[config.mk]
export PLATFORM = sky130hd
export DESIGN_NAME = tx_arbiter
export DESIGN_NICKNAME = d
export VERILOG_FILES = /design/src/rtl/vt52_pkg.sv /design/src/rtl/byte_fifo.sv /design/src/rtl/tx_arbiter.sv
export SDC_FILE = /design/constraint.sdc
export NUM_CORES = 1
export LEC_CHECK = 0
export BUFFER_PORTS_ARGS = -buffer_cell sky130_fd_sc_hd__buf_2
export CELL_PAD_IN_SITES_DETAIL_PLACEMENT = 1
export CELL_PAD_IN_SITES_GLOBAL_PLACEMENT = 1
export CORE_UTILIZATION = 44
export CTS_CLUSTER_DIAMETER = 80
export DETAILED_ROUTE_END_ITERATION = 8
export PLACE_DENSITY_LB_ADDON = 0.1
export SLEW_MARGIN = 10
export SYNTH_ARGS = -nofsm -noshare
export SYNTH_HDL_FRONTEND = slang
export SYNTH_SLANG_ARGS = --single-unit
[constraint.sdc]
create_clock -name clk -period 2.16 [get_ports clk]
set_clock_uncertainty 0.1 [all_clocks]
set_input_delay 0.432 -clock clk [delete_from_list [all_inputs] [get_ports clk]]
set_output_delay 0.432 -clock clk [all_outputs]
set_load 0.02 [all_outputs]
[src/rtl/vt52_pkg.sv]
// Shared constants for the VT52 transmit path: identify reply bytes,
// reply length and the arbiter FSM state encoding.
package vt52_pkg;

  localparam logic [7:0] RSP_BYTE0 = 8'h1B;  // ESC
  localparam logic [7:0] RSP_BYTE1 = 8'h2F;  // '/'
  localparam logic [7:0] RSP_BYTE2 = 8'h4B;  // 'K'

  localparam int         RSP_LEN      = 3;
  localparam logic [1:0] RSP_LAST_IDX = 2'(RSP_LEN - 1);

  typedef enum logic [1:0] {
    ST_IDLE = 2'd0,
    ST_KBD  = 2'd1,
    ST_RSP  = 2'd2
  } arb_state_e;

  // Reply byte at a given index of the identify sequence.
  function automatic logic [7:0] rsp_byte(input logic [1:0] idx);
    case (idx)
      2'd0:    return RSP_BYTE0;
      2'd1:    return RSP_BYTE1;
      default: return RSP_BYTE2;
    endcase
  endfunction

endpackage

[src/rtl/byte_fifo.sv]
// Byte FIFO, DEPTH entries (power of two >= 2). Pointers wrap naturally
// modulo DEPTH; count is one bit wider so "full" is representable.
// Push when full and pop when empty are ignored.
module byte_fifo #(
  parameter int DEPTH = 4
) (
  input  logic                     clk,
  input  logic                     rst_n,
  input  logic                     push,
  input  logic [7:0]               wr_data,
  input  logic                     pop,
  output logic [7:0]               rd_data,
  output logic                     full,
  output logic                     empty,
  output logic [$clog2(DEPTH):0]   count
);

  localparam int AW = $clog2(DEPTH);
  localparam int CW = AW + 1;

  logic [7:0]    mem_q [DEPTH];
  logic [AW-1:0] wr_ptr_q, wr_ptr_d;
  logic [AW-1:0] rd_ptr_q, rd_ptr_d;
  logic [CW-1:0] count_q, count_d;
  logic          push_ok;
  logic          pop_ok;

  assign push_ok = push && !full;
  assign pop_ok  = pop && !empty;

  assign full    = (count_q == CW'(DEPTH));
  assign empty   = (count_q == '0);
  assign count   = count_q;
  assign rd_data = mem_q[rd_ptr_q];

  // Storage array: written on accepted push, never reset.
  always_ff @(posedge clk) begin
    if (push_ok) mem_q[wr_ptr_q] <= wr_data;
  end

  // Next pointers and count; simultaneous push and pop keep count.
  always_comb begin
    wr_ptr_d = wr_ptr_q;
    rd_ptr_d = rd_ptr_q;
    count_d  = count_q;
    if (push_ok) wr_ptr_d = wr_ptr_q + AW'(1);
    if (pop_ok)  rd_ptr_d = rd_ptr_q + AW'(1);
    case ({push_ok, pop_ok})
      2'b10:   count_d = count_q + CW'(1);
      2'b01:   count_d = count_q - CW'(1);
      default: count_d = count_q;
    endcase
  end

  // Pointer and count registers.
  always_ff @(posedge clk or negedge rst_n) begin
    if (!rst_n) begin
      wr_ptr_q <= '0;
      rd_ptr_q <= '0;
      count_q  <= '0;
    end else begin
      wr_ptr_q <= wr_ptr_d;
      rd_ptr_q <= rd_ptr_d;
      count_q  <= count_d;
    end
  end

endmodule

[src/rtl/tx_arbiter.sv]
// Arbitrates the UART transmitter between buffered keyboard bytes and the
// three-byte VT52 identify reply. The reply wins in IDLE and is sent
// atomically; keyboard bytes keep filling the FIFO meanwhile.
//
// Handshakes: a keyboard push happens on a clock edge where kbd_valid and
// kbd_ready are both high; a UART transfer happens on an edge where
// uart_tx_valid and uart_tx_ready are both high. Once uart_tx_valid is
// raised, uart_tx_data and owner hold until that transfer.
module tx_arbiter
  import vt52_pkg::*;
#(
  parameter int FIFO_DEPTH = 4
) (
  input  logic       clk,
  input  logic       rst_n,
  input  logic [7:0] kbd_data,
  input  logic       kbd_valid,
  output logic       kbd_ready,
  input  logic       rsp_req,
  output logic       rsp_busy,
  output logic [7:0] uart_tx_data,
  output logic       uart_tx_valid,
  input  logic       uart_tx_ready,
  output logic       owner
);

  localparam int CW = $clog2(FIFO_DEPTH) + 1;

  arb_state_e    state_q, state_d;
  logic [1:0]    idx_q, idx_d;
  logic [7:0]    data_q, data_d;
  logic          valid_q, valid_d;
  logic          owner_q, owner_d;
  logic          pend_q, pend_d;

  logic          fifo_push;
  logic          fifo_pop;
  logic [7:0]    fifo_rd_data;
  logic          fifo_full;
  logic          fifo_empty;
  logic [CW-1:0] fifo_count_unused;
  logic          xfer;

  assign kbd_ready     = !fifo_full;
  assign fifo_push     = kbd_valid && kbd_ready;
  assign xfer          = valid_q && uart_tx_ready;
  assign rsp_busy      = pend_q || (state_q == ST_RSP);
  assign uart_tx_data  = data_q;
  assign uart_tx_valid = valid_q;
  assign owner         = owner_q;

  byte_fifo #(
    .DEPTH (FIFO_DEPTH)
  ) u_fifo (
    .clk     (clk),
    .rst_n   (rst_n),
    .push    (fifo_push),
    .wr_data (kbd_data),
    .pop     (fifo_pop),
    .rd_data (fifo_rd_data),
    .full    (fifo_full),
    .empty   (fifo_empty),
    .count   (fifo_count_unused)
  );

  // Next-state and output-register logic. A request that lands while the
  // pending flag is being consumed merges into the reply starting now; a
  // request during the final reply byte finds the flag already clear and
  // therefore queues a fresh reply.
  always_comb begin
    state_d  = state_q;
    idx_d    = idx_q;
    data_d   = data_q;
    valid_d  = valid_q;
    owner_d  = owner_q;
    pend_d   = pend_q;
    fifo_pop = 1'b0;

    if (rsp_req) pend_d = 1'b1;

    case (state_q)
      ST_IDLE: begin
        if (pend_q) begin
          data_d  = RSP_BYTE0;
          valid_d = 1'b1;
          idx_d   = 2'd0;
          owner_d = 1'b1;
          pend_d  = 1'b0;
          state_d = ST_RSP;
        end else if (!fifo_empty) begin
          data_d   = fifo_rd_data;
          fifo_pop = 1'b1;
          valid_d  = 1'b1;
          owner_d  = 1'b0;
          state_d  = ST_KBD;
        end
      end
      ST_KBD: begin
        if (xfer) begin
          valid_d = 1'b0;
          state_d = ST_IDLE;
        end
      end
      ST_RSP: begin
        if (xfer) begin
          if (idx_q == RSP_LAST_IDX) begin
            valid_d = 1'b0;
            state_d = ST_IDLE;
          end else begin
            idx_d  = idx_q + 2'd1;
            data_d = rsp_byte(idx_q + 2'd1);
          end
        end
      end
      default: begin
        state_d = ST_IDLE;
        valid_d = 1'b0;
      end
    endcase
  end

  // FSM state, reply index, pending flag and UART output register.
  always_ff @(posedge clk or negedge rst_n) begin
    if (!rst_n) begin
      state_q <= ST_IDLE;
      idx_q   <= 2'd0;
      data_q  <= 8'h00;
      valid_q <= 1'b0;
      owner_q <= 1'b0;
      pend_q  <= 1'b0;
    end else begin
      state_q <= state_d;
      idx_q   <= idx_d;
      data_q  <= data_d;
      valid_q <= valid_d;
      owner_q <= owner_d;
      pend_q  <= pend_d;
    end
  end

endmodule

==> impl_metrics.prom <==
# TYPE chip_impl_metric gauge
chip_impl_metric{name="clock_insertion_delay_worst_skew",unit="ns"} 0.29
chip_impl_metric{name="wire_per_inst",unit="um"} 17.1
chip_impl_metric{name="die_extent_in_y",unit="um"} 76.0
chip_impl_metric{name="leakagePower",unit="uW"} 0.00115
chip_impl_info{name="crit_path_frequent_cell",value="xor2_1"} 1
chip_impl_metric{name="detailedRoute.firstPassIterationCount",unit=""} 4
chip_impl_metric{name="critical_path_peak_fanout",unit=""} 4
chip_impl_metric{name="ir_worst_vdd",unit="mV"} 0.546
chip_impl_info{name="cp_class",value="flop to flop"} 1
chip_impl_metric{name="final_critical_path_setup_slack",unit="ns"} 0.0228
chip_impl_info{name="timing.critical_path.from_type",value="flop"} 1
chip_impl_metric{name="tightest_slew",unit="ns"} 0.511
chip_impl_info{name="cp_top_family",value="simple AND/OR/NAND/NOR gates"} 1
chip_impl_metric{name="antenna_violations_before_repair",unit=""} 0
chip_impl_metric{name="max_slew_margin",unit="%"} 65.9
chip_impl_info{name="tritoncts",value="built"} 1
chip_impl_metric{name="fmax",unit="GHz"} 0.468
chip_impl_metric{name="area_growth_syn_to_layout",unit="%"} 18.0
chip_impl_metric{name="ys.warnings.count",unit=""} 0
chip_impl_metric{name="slew_violations",unit=""} 0
chip_impl_metric{name="floorplan.die_area",unit="mm^2"} 0.00577
chip_impl_metric{name="groute.usage.overall",unit="%"} 17.7
chip_impl_info{name="clockRootBuffer",value="clkbuf_8"} 1
chip_impl_metric{name="place_hpwl",unit="um"} 3420
chip_impl_metric{name="grt_start_max_net_pins",unit=""} 23
chip_impl_metric{name="worst-endpoint-required",unit="ns"} 2.28
chip_impl_metric{name="first_global_vias",unit=""} 1605
chip_impl_metric{name="drt_drc_violations_left",unit=""} 0
chip_impl_metric{name="synth.net_count",unit=""} 182
chip_impl_metric{name="insertedDiodeCount",unit=""} 0
chip_impl_metric{name="drtIter0Drc",unit=""} 57
chip_impl_metric{name="max_cap_viol_count",unit=""} 0
chip_impl_metric{name="port_buffers",unit=""} 24
chip_impl_metric{name="total_number_of_placement_rows",unit=""} 26
chip_impl_metric{name="gp_routability_congestion",unit=""} 0.704
chip_impl_metric{name="sequential_cell_area",unit="mm^2"} 0.00151
chip_impl_metric{name="via_count",unit=""} 1429
chip_impl_metric{name="netlist_instances",unit=""} 160
chip_impl_metric{name="layoutNonFillerInstCount",unit=""} 271
chip_impl_metric{name="io_pins",unit=""} 25
chip_impl_metric{name="start_util",unit="%"} 46.5
chip_impl_metric{name="multi_input_comb_area",unit="um^2"} 838
chip_impl_metric{name="worst-path-buf-inv",unit=""} 2
chip_impl_metric{name="synth.cell_area",unit="mm^2"} 0.00241
chip_impl_metric{name="design.core.area",unit="mm^2"} 0.00517
chip_impl_info{name="hold_path_class",value="input port to async pin"} 1
chip_impl_metric{name="yosys.cell_types.count",unit=""} 42
chip_impl_metric{name="nFillCells",unit=""} 524
chip_impl_metric{name="drt-total-wl",unit="um"} 4630
chip_impl_metric{name="power-per-cell-area",unit="mW/mm^2"} 1270
chip_impl_metric{name="cp.arrival",unit="ns"} 2.26
chip_impl_metric{name="placed_cells",unit=""} 259
chip_impl_metric{name="drive_above_1_share",unit="%"} 31.8
chip_impl_metric{name="grt_overflow_total",unit=""} 0
chip_impl_metric{name="route.detailed.vias_per_inst",unit=""} 5.27
chip_impl_metric{name="min_tclk_post_route",unit="ns"} 2.14
chip_impl_metric{name="postSynthAreaPerCell",unit="um^2"} 15.0
chip_impl_metric{name="worst_slack_on_hold_paths",unit="ns"} -0.00301
chip_impl_metric{name="cpPeakStageDelay",unit="ns"} 0.42
chip_impl_info{name="layout.cells.most_common",value="edfxtp_1"} 1
chip_impl_metric{name="detail-route-antenna-nets",unit=""} 0
chip_impl_metric{name="totalNegativeSetupSlack",unit="ns"} 0
chip_impl_metric{name="max-clock-path-buffers",unit=""} 2
chip_impl_metric{name="synth-seq-area-share",unit="%"} 62.8
chip_impl_info{name="critPathSlowestCell",value="dfrtp_1"} 1
chip_impl_metric{name="die_w",unit="um"} 76.0
chip_impl_info{name="status",value="finished, violations left"} 1
chip_impl_metric{name="cts.sinks",unit=""} 54
chip_impl_info{name="failing_checks",value="hold timing"} 1
chip_impl_metric{name="cts-buffers-inserted",unit=""} 5
chip_impl_metric{name="dp_worst_setup_slack",unit="ns"} 0.000545
chip_impl_metric{name="postSynthRegisterBits",unit=""} 54
chip_impl_metric{name="first_pass_grt_wire_length",unit="um"} 7840
chip_impl_metric{name="report.final.hold_viol_count",unit=""} 6
chip_impl_metric{name="cts_max_level",unit=""} 2
chip_impl_info{name="timing.critical_path.cells",value="or3b_4, and2_4, inv_4, ha_4, inv_2, fa_2, xor2_1, nor2_1, xor2_1"} 1
chip_impl_metric{name="post_cts_hold_buffer_count",unit=""} 0
chip_impl_metric{name="nets",unit=""} 222
chip_impl_info{name="timing.critical_path.to_type",value="flop"} 1
chip_impl_info{name="final_cell_mix",value="32 x edfxtp_1, 24 x buf_2, 22 x dfrtp_1"} 1
chip_impl_metric{name="clk_pin_slew_worst_paths",unit="ns"} 0.09
chip_impl_info{name="grt_setup_unrepaired",value="yes"} 1
chip_impl_metric{name="final-setup-viol-count",unit=""} 0
chip_impl_metric{name="final_min_period_over_clock_period",unit="%"} 98.9
-- per-layer routing --
metal	up-vias	part of all wire [%]	GRT usage (%)
met5	-	0	0
met4	0	0.52	3.46
met3	2	2.2	3.61
met2	25	55	31.7
met1	727	42	22.2
li1	675	-	-
-- worst register-to-register path, stage by stage, from the launching register on --
cell,delay (ns)
dfrtp_1,0.42
or3b_4,0.41
and2_4,0.17
inv_4,0.05
ha_4,0.13
inv_2,0.04
fa_2,0.33
xor2_1,0.14
nor2_1,0.11
xor2_1,0.16
-- report_power, final --
group          switching, uW  total [uW]  internal, uW  leakage [uW]
logic                    729        1390           659      0.000544
registers                169        1560          1390      0.000548
clock network            309         657           348     0.0000554
-- synthesized netlist by cell type (all sizes together) --
cell      n  area, um^2
edfxtp   32         961
dfrtp    22         551
inv      14        52.6
ha        8         100
mux4      8         188
nand2     7        26.3
o21ai     6        30.0
and3      5        31.3
mux2      5        67.6
nor2      5        18.8
or3       5        31.3
clkbuf    4        15.0
a21oi     3        15.0
a22oi     3        22.5
nand3     3        15.0
xnor2     3        26.3
xor2      3        26.3
a32oi     2        17.5
and2      2        12.5
mux2i     2        20.0
nor3      2        15.0
a221o     1        10.0
a221oi    1        26.3
a22o      1        8.76
a2bb2oi   1        8.76
a31oi     1        6.26
a32o      1        10.0
a41oi     1        8.76
and3b     1        8.76
buf       1        11.3
fa        1        20.0
nand2b    1        6.26
nand3b    1        7.51
nor2b     1        6.26
nor4bb    1        10.0
o21bai    1        7.51
or3b      1        8.76
-- timing repair --
item | CTS | global route
buffers inserted | 3 | 1
endpoints found under the setup margin | 1 | 2
resized for setup | 0 | 3
pin swaps | 0 | 4
-- kinds of logic after synthesis --
logic type,share of synthesized area [%]
buf+inv,3.27
simple gates,8.21
compound gates,7.12
xor+xnor,2.18
flops,62.8
mux,11.4
fa+ha+maj,4.99
-- sequential cells by signal, indices dropped and copies added, names as in the netlist, 2 cells and up --
| signal | count |
|---|---|
| u_fifo.wr_ptr_q | 2 |
| u_fifo.rd_ptr_q | 2 |
| idx_q | 2 |
| u_fifo.mem_q | 32 |
| state_q | 2 |
| uart_tx_data | 8 |
| u_fifo.count | 3 |
-- metrics by stage --
stage                     cell area (um^2)  util, %  power [uW]
final                                 2840     54.9        3600
after global routing                  2840     54.9        3850
after CTS                             2830     54.7        3640
after detailed placement              2700     52.1        2930
after global placement                2700     52.1        2840
after floorplan                       2430        -        2450
-- layout make-up --
| class | instances | share of cell area, % |
|---|---|---|
| Sequential cell | 54 | 53.2 |
| Multi-Input combinational cell | 87 | 29.5 |
| Timing Repair Buffer | 38 | 8.37 |
| Tap cell | 70 | 3.08 |
| Clock buffer | 6 | 2.55 |
| Inverter | 14 | 1.94 |
| Clock inverter | 2 | 1.37 |
-- path summary, 6_finish.rpt --
check | start | to | slack (ns) | depth (start not counted)
max in group asynchronous | rst_n | u_fifo.wr_ptr_q[1] | 1.62 | 1
min reg2reg | owner | owner | 0.41 | 1
max | u_fifo.count[1] | u_fifo.count[2] | 0.02 | 9
max reg2reg | u_fifo.count[1] | u_fifo.count[2] | 0.02 | 9
min | rst_n | uart_tx_data[3] | -0.003 | 1
min in group clk | kbd_data[6] | u_fifo.mem_q[1][6] | 0.24 | 1
Note: power is estimated with default switching activity, not from simulation.
